==> config.mk <==
export PLATFORM = sky130hd
export DESIGN_NAME = quant_lane_scheduler
export DESIGN_NICKNAME = d
export VERILOG_FILES = /design/src/rtl/quant_lane_scheduler.sv
export SDC_FILE = /design/constraint.sdc
export NUM_CORES = 1
export LEC_CHECK = 0
export ABC_AREA = 1
export CAP_MARGIN = 25
export CORE_MARGIN = 2
export CORE_UTILIZATION = 45
export CTS_CLUSTER_SIZE = 28
export DETAILED_ROUTE_END_ITERATION = 6
export GPL_ROUTABILITY_DRIVEN = 1
export GPL_TIMING_DRIVEN = 0
export PLACE_DENSITY = 0.91
export SLEW_MARGIN = 5
export SYNTH_ARGS = -nofsm -noshare
export SYNTH_HDL_FRONTEND = slang
export SYNTH_SLANG_ARGS = --single-unit
==> constraint.sdc <==
create_clock -name clk -period 3.35 [get_ports clk]
set_input_delay 0.67 -clock clk [delete_from_list [all_inputs] [get_ports clk]]
set_output_delay 0.67 -clock clk [all_outputs]
set_load 0.05 [all_outputs]
==> src/rtl/quant_lane_scheduler.sv <==
// quant_lane_scheduler
//
// Shares one bit-serial activation/quantizer between NUM_CH accumulator channels.
// Each frame, a round-robin arbiter picks one requesting channel, loads its 32-bit
// word and shifts it LSB-first into the quantizer. The quantizer's 8-bit result for
// a frame is captured CAPTURE_PHASE cycles into the following frame and queued, with
// its channel tag, in a 2-entry output buffer.
//
// Ports:
//   clk        clock
//   reset      asynchronous active-low reset
//   ch_req     per-channel word-available flags
//   ch_data    per-channel words, channel i at [32i+31:32i]
//   ch_ack     one-cycle pulse in the first cycle of the frame carrying that word
//   q_reset    synchronous active-high reset to the quantizer
//   q_data_in  serial bit to the quantizer
//   q_out      quantizer result
//   out_valid / out_ready / out_data / out_ch   result stream with channel tag
//   busy       a frame is in flight or a result is waiting

module quant_lane_scheduler #(
  parameter int unsigned NUM_CH        = 4,
  parameter int unsigned FRAME_LEN     = 32,
  parameter int unsigned CAPTURE_PHASE = 2
) (
  input  logic                  clk,
  input  logic                  reset,
  input  logic [NUM_CH-1:0]     ch_req,
  input  logic [32*NUM_CH-1:0]  ch_data,
  output logic [NUM_CH-1:0]     ch_ack,
  output logic                  q_reset,
  output logic                  q_data_in,
  input  logic [7:0]            q_out,
  output logic                  out_valid,
  input  logic                  out_ready,
  output logic [7:0]            out_data,
  output logic [2:0]            out_ch,
  output logic                  busy
);

  localparam int unsigned PhW = $clog2(FRAME_LEN);
  localparam logic [PhW-1:0] LastPhase = PhW'(FRAME_LEN - 1);
  localparam logic [PhW-1:0] CapPhase  = PhW'(CAPTURE_PHASE);

  localparam logic [0:0] StSync = 1'b0;
  localparam logic [0:0] StRun  = 1'b1;

  logic [0:0]        state_q, state_d;
  logic [PhW-1:0]    phase_q, phase_d;
  logic [31:0]       shift_q, shift_d;
  logic [NUM_CH-1:0] ack_q, ack_d;
  logic              cur_valid_q, cur_valid_d;
  logic [2:0]        cur_tag_q, cur_tag_d;
  logic              prev_valid_q, prev_valid_d;
  logic [2:0]        prev_tag_q, prev_tag_d;
  logic [2:0]        rr_ptr_q, rr_ptr_d;

  // Two-slot buffer; slot0 is the head and drives the outputs directly.
  logic              slot0_valid_q, slot0_valid_d;
  logic [7:0]        slot0_data_q, slot0_data_d;
  logic [2:0]        slot0_tag_q, slot0_tag_d;
  logic              slot1_valid_q, slot1_valid_d;
  logic [7:0]        slot1_data_q, slot1_data_d;
  logic [2:0]        slot1_tag_q, slot1_tag_d;

  logic [2*NUM_CH-1:0] req_rot;
  logic                grant_found;
  logic [2:0]          grant_ch;
  logic [31:0]         grant_word;
  logic                grant_slot;
  logic                grant;
  logic                pop;
  logic                push;
  logic [2:0]          load;

  // Round-robin search: rotate requests so bit 0 is the channel at rr_ptr.
  always_comb begin
    req_rot     = {ch_req, ch_req} >> rr_ptr_q;
    grant_found = 1'b0;
    grant_ch    = '0;
    for (int unsigned i = 0; i < NUM_CH; i++) begin
      if (!grant_found && req_rot[i]) begin
        grant_found = 1'b1;
        grant_ch    = 3'((32'(rr_ptr_q) + i) % NUM_CH);
      end
    end
  end

  always_comb begin
    grant_word = '0;
    for (int unsigned i = 0; i < NUM_CH; i++) begin
      if (3'(i) == grant_ch) begin
        grant_word = ch_data[32*i +: 32];
      end
    end
  end

  assign pop        = slot0_valid_q & out_ready;
  assign push       = (state_q == StRun) && (phase_q == CapPhase) && prev_valid_q;
  assign grant_slot = (state_q == StSync) || (phase_q == LastPhase);

  // Results already owed: post-pop occupancy plus every valid frame still in flight.
  assign load  = 3'(slot0_valid_q) + 3'(slot1_valid_q) - 3'(pop)
               + 3'(cur_valid_q) + 3'(prev_valid_q);
  assign grant = grant_slot && grant_found && (load < 3'd2);

  always_comb begin
    state_d      = state_q;
    phase_d      = phase_q;
    shift_d      = shift_q >> 1;
    ack_d        = '0;
    cur_valid_d  = cur_valid_q;
    cur_tag_d    = cur_tag_q;
    prev_valid_d = prev_valid_q;
    prev_tag_d   = prev_tag_q;
    rr_ptr_d     = rr_ptr_q;

    if (state_q == StSync) begin
      state_d = StRun;
      phase_d = '0;
    end else begin
      phase_d = (phase_q == LastPhase) ? '0 : phase_q + PhW'(1);
    end

    if (push) begin
      prev_valid_d = 1'b0;
    end

    if (grant_slot) begin
      prev_valid_d = cur_valid_q;
      prev_tag_d   = cur_tag_q;
      cur_valid_d  = grant;
      cur_tag_d    = grant ? grant_ch : 3'd0;
      shift_d      = grant ? grant_word : 32'd0;
      if (grant) begin
        rr_ptr_d = 3'((32'(grant_ch) + 1) % NUM_CH);
        for (int unsigned i = 0; i < NUM_CH; i++) begin
          ack_d[i] = (3'(i) == grant_ch);
        end
      end
    end
  end

  // Pop shifts slot1 forward first, so a same-cycle push lands in the first free slot.
  always_comb begin
    slot0_valid_d = slot0_valid_q;
    slot0_data_d  = slot0_data_q;
    slot0_tag_d   = slot0_tag_q;
    slot1_valid_d = slot1_valid_q;
    slot1_data_d  = slot1_data_q;
    slot1_tag_d   = slot1_tag_q;
    if (pop) begin
      slot0_valid_d = slot1_valid_q;
      slot0_data_d  = slot1_data_q;
      slot0_tag_d   = slot1_tag_q;
      slot1_valid_d = 1'b0;
    end
    if (push) begin
      if (!slot0_valid_d) begin
        slot0_valid_d = 1'b1;
        slot0_data_d  = q_out;
        slot0_tag_d   = prev_tag_q;
      end else begin
        slot1_valid_d = 1'b1;
        slot1_data_d  = q_out;
        slot1_tag_d   = prev_tag_q;
      end
    end
  end

  always_ff @(posedge clk or negedge reset) begin
    if (!reset) begin
      state_q       <= StSync;
      phase_q       <= '0;
      shift_q       <= '0;
      ack_q         <= '0;
      cur_valid_q   <= 1'b0;
      cur_tag_q     <= '0;
      prev_valid_q  <= 1'b0;
      prev_tag_q    <= '0;
      rr_ptr_q      <= '0;
      slot0_valid_q <= 1'b0;
      slot0_data_q  <= '0;
      slot0_tag_q   <= '0;
      slot1_valid_q <= 1'b0;
      slot1_data_q  <= '0;
      slot1_tag_q   <= '0;
    end else begin
      state_q       <= state_d;
      phase_q       <= phase_d;
      shift_q       <= shift_d;
      ack_q         <= ack_d;
      cur_valid_q   <= cur_valid_d;
      cur_tag_q     <= cur_tag_d;
      prev_valid_q  <= prev_valid_d;
      prev_tag_q    <= prev_tag_d;
      rr_ptr_q      <= rr_ptr_d;
      slot0_valid_q <= slot0_valid_d;
      slot0_data_q  <= slot0_data_d;
      slot0_tag_q   <= slot0_tag_d;
      slot1_valid_q <= slot1_valid_d;
      slot1_data_q  <= slot1_data_d;
      slot1_tag_q   <= slot1_tag_d;
    end
  end

  // The credit rule makes a push into a full, non-popping buffer impossible.
  always_ff @(posedge clk) begin
    if (reset) begin
      assert (!(push && slot1_valid_q && !pop));
    end
  end

  assign ch_ack    = ack_q;
  assign q_reset   = (state_q == StSync);
  assign q_data_in = shift_q[0];
  assign out_valid = slot0_valid_q;
  assign out_data  = slot0_data_q;
  assign out_ch    = slot0_tag_q;
  assign busy      = cur_valid_q | prev_valid_q | slot0_valid_q;

endmodule
==> impl_metrics.yaml, run 1 <==
final_layout:
  fillers: 766
  nets: 914
  final_cells: 898
  drive_above_1_share_pct: 12.16
  area_growth_pct: 47.77
  n_antenna_cell: 0
  fin_util_pct: 67.49
  multi_input_area_um2: 2207
  seqCellArea_um2: 1828
pwr:
  power.share.clock_pct: 9.1
  leakage_nw: 2.993
  swShare_pct: 53.50
  p_int_mw: 3.282
  combPwrFrac_pct: 72.4
  power_density_nw_per_um2: 1090
  vdd.ir_drop.worst_mv: 0.8141
  power.share.sequential_pct: 18.4
  power.switching_mw: 3.776
floorplan:
  num_rows: 36
  initial_core_util_pct: 45.67
  core_area_um2: 9594
  io_pins: 162
  die_h_um: 102.7
  die-area_um2: 10540
  die_w_um: 102.7
timing:
  setup_viol: 0
  tightest_slew_ns: 0.5713
  slew_violations: 0
  clock_skew_ns: 0.01349
  post-route-period-util_pct: 97.22
  slew_headroom_pct: 61.91
  min_period_ns: 3.257
  fmax_mhz: 307.0
  finalWorstSetupSlack_ns: 0.09301
  rsz0062_at_grt: "true"
  hold_violations: 0
global_routing:
  grt.total_usage_pct: 27.52
  grt_max_degree: 67
  grt_pass1_vias: 4716
  antenna_found_initial: 0
  grt-ovfl-total: 0
  grt_pass1_wl_mm: 22.37
worst_setup_path:
  rr_endpoint: "shift_q[27]"
  worst-path-max-fanout: 10
  path_class: "in -> reg"
  start_kind: "primary input"
  cp-end-kind: "flop"
  timing.rr.start: "rr_ptr_q[1]"
  rr_worst_depth: 18
  cp.required_ns: 3.65
  rrSetupSlack_ns: 0.35
  critPathArrivalTime_ns: 3.55
clocking:
  clk_path_buf_depth: 2
  cts.sink_count: 73
  htree_levels: 3
  clockRootBuffer: "clkbuf_8"
  numCtsBuffers: 9
  clkLatencyLatePin_ns: 0.36
  clkTransAtPathRegs_ns: 0.08
  cts_tree: "yes"
  hold_buffers: 0
route:
  via_per_inst: 5.306
  wl_mm: 14.29
  drt_pass1_iterations: 5
  postRouteAntennaNets: 0
  vias: 4765
  drtIter0Drc: 295
  wire_per_inst_um: 15.91
  drc: 0
placed_design:
  post-place-ws_ns: -0.8982
  dp_hpwl_mm: 11.06
  routabilityCongestion: 0.9320
  portBuffers: 161
  place_inst: 882
yosys:
  syn-num-nets: 740
  yosys_warnings: 0
  ys_seq_area_share_pct: 41.69
  synth_edf_count: 0
  synth_cell_types: 35
  syn_area_per_cell_um2: 7.465
  syn_area_um2: 4382
  synth_ff_type: "dfrtp_1"
  synthCells: 587
  ys_async_sr_fraction_pct: 100.0
  ys_ff_latch: 73
worst_hold_path:
  hp-class: "in -> async"
run_status:
  outcome: "completed"
run:
  maxCapViolCount: 0
==> layer usage <==
| metal | vias up | part of all wire, % | wire [um] | track usage, % |
|---|---|---|---|---|
| met5 | - | 0 | 0 | 0 |
| met4 | 0 | 2.1 | 301 | 9.128 |
| met3 | 22 | 6.4 | 921 | 4.949 |
| met2 | 205 | 51 | 7354 | 48.67 |
| met1 | 2265 | 40 | 5712 | 33.99 |
| li1 | 2273 | - | - | - |
==> how the worst max path moves through the flow <==
stage	startpoint	endpoint	slack, ns	cells past startpoint
5_1_grt	ch_req[0]	shift_q[21]	-0.05	19
3_3_place_gp	reset	out_valid	-0.98	1
4_1_cts	ch_req[0]	shift_q[20]	0.05	18
2_1_floorplan	out_ready	rr_ptr_q[0]	0.04	13
3_5_place_dp	out_ready	shift_q[23]	-0.90	15
6_report	ch_req[0]	shift_q[27]	0.09	18
==> cell usage after synthesis, drive strengths merged, types with 2 or more instances <==
library cell | number | area share (%)
nand2 | 181 | 16
o21ai | 95 | 12
dfrtp | 73 | 42
inv | 53 | 4.8
nand3 | 49 | 5.9
nor2 | 33 | 2.9
a21oi | 24 | 2.7
buf | 19 | 3.1
clkbuf | 19 | 1.6
a311oi | 15 | 3.0
ha | 8 | 2.3
nand4 | 5 | 1.2
fa | 2 | 0.91
mux2 | 2 | 0.51
o31ai | 2 | 0.34
xnor2 | 2 | 0.40
==> stage by stage <==
step | hold slack [ns] | setup TNS (ns) | power (mW) | cell area, um^2
CTS | 0.1206 | 0 | 6.748 | 6400
global route | 0.1214 | -0.1566 | 7.590 | 6475
detailed placement | 0.4369 | -33.08 | 6.072 | 6187
finish | 0.1273 | 0 | 7.058 | 6475
floorplan | 0.3744 | 0 | 4.634 | 4384
global placement | 0.4345 | -84.18 | 5.929 | 6162
==> kinds of logic (layout without fill, tap and decap cells) <==
group | Yosys count | count (layout) | synth area share [%]
compound gates | 138 | 138 | 18.02
flops | 73 | 73 | 41.69
buf+inv | 92 | 270 | 9.623
mux | 2 | 2 | 0.5140
other cells | 1 | 1 | 0.08558
fa+ha+maj | 10 | 10 | 3.198
simple gates | 269 | 269 | 26.47
xor+xnor | 2 | 2 | 0.3998
==> power by group through the flow <==
stage	sequential (mW)	combinational, mW	clock (mW)
floorplan	1.54	3.09	0
global placement	1.30	4.63	0
detailed placement	1.31	4.76	0
CTS	1.30	4.80	0.649
global route	1.32	5.58	0.687
finish	1.30	5.11	0.646
==> layout by cell type, fill, tap and decap left out, drive strengths merged <==
cell type	instances
a311oi	15
fa	2
or2	1
o22ai	1
clkinvlp	2
dlymetal6s2s	1
dfrtp	73
clkdlybuf4s50	159
clkinv	3
mux2	2
nand3	49
nand4	5
nor2	33
nand2	181
o21ai	95
o31ai	2
xnor2	2
ha	8
buf	20
a21oi	24
o211ai	1
conb	1
inv	53
clkbuf	32
==> critical path: stages <==
cell and delay [ns]:
clkdlybuf4s50_1 0.47, nand2_1 0.15, nand3_2 0.10, nand2_2 0.14, inv_1 0.09, nor2_1 0.13, nand2_1 0.06, nand3_1 0.10
nand2_1 0.12, inv_1 0.10, ha_1 0.15, buf_4 0.16, inv_1 0.08, buf_4 0.18, buf_2 0.20, a311oi_1 0.48
o21ai_2 0.09, nand2_1 0.08
==> repair_timing <==
action	4_1_cts	5_1_grt
setup buffers	2	0
setup endpoints to repair	41	27
gates resized for setup	5	26
hold endpoints to repair	0	0
pin swaps	1	1
==> registers in the layout, indices dropped and copies added, names as in the netlist <==
| register | count |
|---|---|
| slot1_tag_q | 2 |
| slot1_data_q | 8 |
| ch_ack | 4 |
| slot1_valid_q | 1 |
| cur_valid_q | 1 |
| prev_tag_q | 2 |
| state_q | 1 |
| out_ch | 3 |
| rr_ptr_q | 2 |
| shift_q | 32 |
| phase_q | 5 |
| prev_valid_q | 1 |
| out_valid | 1 |
| cur_tag_q | 2 |
| out_data | 8 |
==> final cells by class <==
type / instances / share of cell area, %
Sequential cell: 73 / 28.23
Timing Repair Buffer: 164 / 25.55
Tap cell: 133 / 2.570
Buffer: 37 / 3.343
Clock buffer: 11 / 2.338
Clock inverter: 4 / 0.4444
Inverter: 54 / 3.440
Multi-Input combinational cell: 422 / 34.09
No activity file was read; power rests on OpenSTA's default activity.
==> run 2: changes to the inputs <==
- CAP_MARGIN: 25 -> 20
- REMOVE_ABC_BUFFERS: default -> 1
==> run 2 against run 1 <==
Effect of this change: total power up 2.2%; flip-flop and latch count stayed put; count of clock-buffer cells in the layout is the same; die area did not move; combinational power grew 3%; hold slack better by 0.13 ns; cell area increased by 1.3%; global-route usage decreased by 3.1 points; register-to-register slack about the same; non-clock buffer count down 14; final cell count decreased by 1.1%.
==> impl_metrics.yaml, run 2 (same netlist as run 1, synthesis figures left out) <==
run_status:
  outcome: "completed"
floorplan:
  core_area_um2: 9594
  io_pins: 162
  die-area_um2: 10540
  die_h_um: 102.7
  num_rows: 36
  initial_core_util_pct: 45.67
  die_w_um: 102.7
clocking:
  clockRootBuffer: "clkbuf_8"
  hold_buffers: 0
  clkLatencyLatePin_ns: 0.33
  htree_levels: 3
  clk_path_buf_depth: 2
  cts_tree: "yes"
  numCtsBuffers: 9
  clkTransAtPathRegs_ns: 0.08
  cts.sink_count: 73
global_routing:
  antenna_found_initial: 0
  grt_pass1_wl_mm: 20.30
  grt-ovfl-total: 0
  grt_max_degree: 44
  grt.total_usage_pct: 24.45
  grt_pass1_vias: 4499
pwr:
  power_density_nw_per_um2: 1100
  leakage_nw: 2.990
  power.total_mw: 7.213
  vdd.ir_drop.worst_mv: 0.5734
placed_design:
  routabilityCongestion: 0.9004
  placed_cell_area_um2: 6061
  dp_hpwl_mm: 8.959
  post-place-ws_ns: -1.088
  portBuffers: 161
timing:
  tns_ns: 0
  setup_viol: 0
  min_period_ns: 3.178
  rsz0062_at_grt: "true"
  slew_violations: 0
  hold_violations: 0
  post-route-period-util_pct: 94.88
  finalWorstSetupSlack_ns: 0.1716
  clock_skew_ns: 0.007675
  tightest_slew_ns: 0.8718
  slew_headroom_pct: 41.74
  fmax_mhz: 314.6
route:
  drtIter0Drc: 203
  via_per_inst: 5.250
  wire_per_inst_um: 14.44
  drt_pass1_iterations: 5
  vias: 4662
  postRouteAntennaNets: 0
  drc: 0
  wl_mm: 12.83
worst_setup_path:
  critical_path.top_delay_family: "buffers and inverters"
  worst-path-max-fanout: 28
  cp-end-kind: "flop"
  critPathMaxStageDelay_ns: 0.47
  cpMostUsedCell: "nand2_1"
  cp_cell_sequence: "clkdlybuf4s50_1, nand2_1, nand3_2, nand2_2, inv_1, nor2_1, nand2_1, nand3_1, nand2_1, inv_1, ha_4, buf_16, clkinvlp_4, buf_12, o21ai_0, o21ai_1"
  path_buf_inv: 6
  path_class: "in -> reg"
  cp.required_ns: 3.56
  start_kind: "primary input"
  crit_slowest_cell: "clkdlybuf4s50_1"
  timing.rr.start: "rr_ptr_q[0]"
  critPathArrivalTime_ns: 3.39
  crit_start: "ch_req[0]"
final_layout:
  largest-register: "shift_q"
  fin_util_pct: 68.36
  mostFrequentLayoutCell: "nand2_1"
  area_growth_pct: 49.69
  most-common-layout-cells: "171 x nand2_1, 159 x clkdlybuf4s50_1, 75 x o21ai_0"
  n_antenna_cell: 0
  nets: 903
  design_area_um2: 6559
  fillers: 774
  largest_register_ffs: 32
  drive_above_1_share_pct: 12.19
run:
  maxCapViolCount: 0
worst_hold_path:
  hp-class: "in -> async"
==> run 2: changes by cell type in the layout (fill, tap and decap cells not counted), moves of 4 or more <==
cell and change:
o21ai_1 +7, a311oi_1 +7, o21ai_0 -7, a311oi_2 -7, clkinvlp_4 +5, ha_1 -4
buf_2 -8, buf_4 +12, clkbuf_2 -5, clkbuf_1 -13
==> run 2: cell type report <==
class / count / area [um^2] / area share (%)
Clock buffer: 11 / 151.4 / 2.308
Clock inverter: 5 / 30.03 / 0.4578
Inverter: 54 / 242.7 / 3.701
Multi-Input combinational cell: 423 / 2227 / 33.96
Sequential cell: 73 / 1827 / 27.85
Tap cell: 133 / 166.4 / 2.537
Timing Repair Buffer: 187 / 1899 / 28.96
Timing Repair inverter: 2 / 15.01 / 0.2289
==> run 2: where the power goes <==
part           internal (mW)  switching, mW
sequential              1.18          0.144
combinational           2.08           3.18
clock                  0.305          0.314
total                   3.57           3.64
==> run 2: through the flow <==
| stage | instances | hold WS, ns |
|---|---|---|
| 2_1_floorplan | 549 | 0.3744 |
| 3_3_place_gp | 843 | 0.4305 |
| 3_5_place_dp | 848 | 0.4418 |
| 4_1_cts | 875 | 0.2615 |
| 5_1_grt | 888 | 0.2745 |
| 6_report | 888 | 0.2602 |
==> run 2: path summary, 6_finish.rpt <==
kind / slack (ns) / to / cells after the start
setup / recovery: 0.17 / shift_q[17] / 16
hold / removal: 0.26 / slot1_data_q[0] / 1
setup reg to reg: 0.34 / shift_q[17] / 16
hold reg to reg: 0.45 / shift_q[29] / 2
max in group asynchronous: 2.54 / shift_q[18] / 2
min in group clk: 0.45 / shift_q[29] / 2
==> run 2: repair_timing <==
| action | 4_1_cts | 5_1_grt |
|---|---|---|
| setup endpoints to repair | 41 | 40 |
| cloned | 3 | 0 |
| setup buffers | 8 | 12 |
| resized for setup | 16 | 17 |
| pin swaps | 3 | 3 |
==> run 2: metal layers <==
layer | vias to the layer above | part of all wire (%) | GRT usage [%]
met5 | - | 0 | 0
met4 | 0 | 2.7 | 10.46
met3 | 29 | 6.5 | 3.186
met2 | 206 | 52 | 44.29
met1 | 2179 | 39 | 29.04
li1 | 2248 | - | -
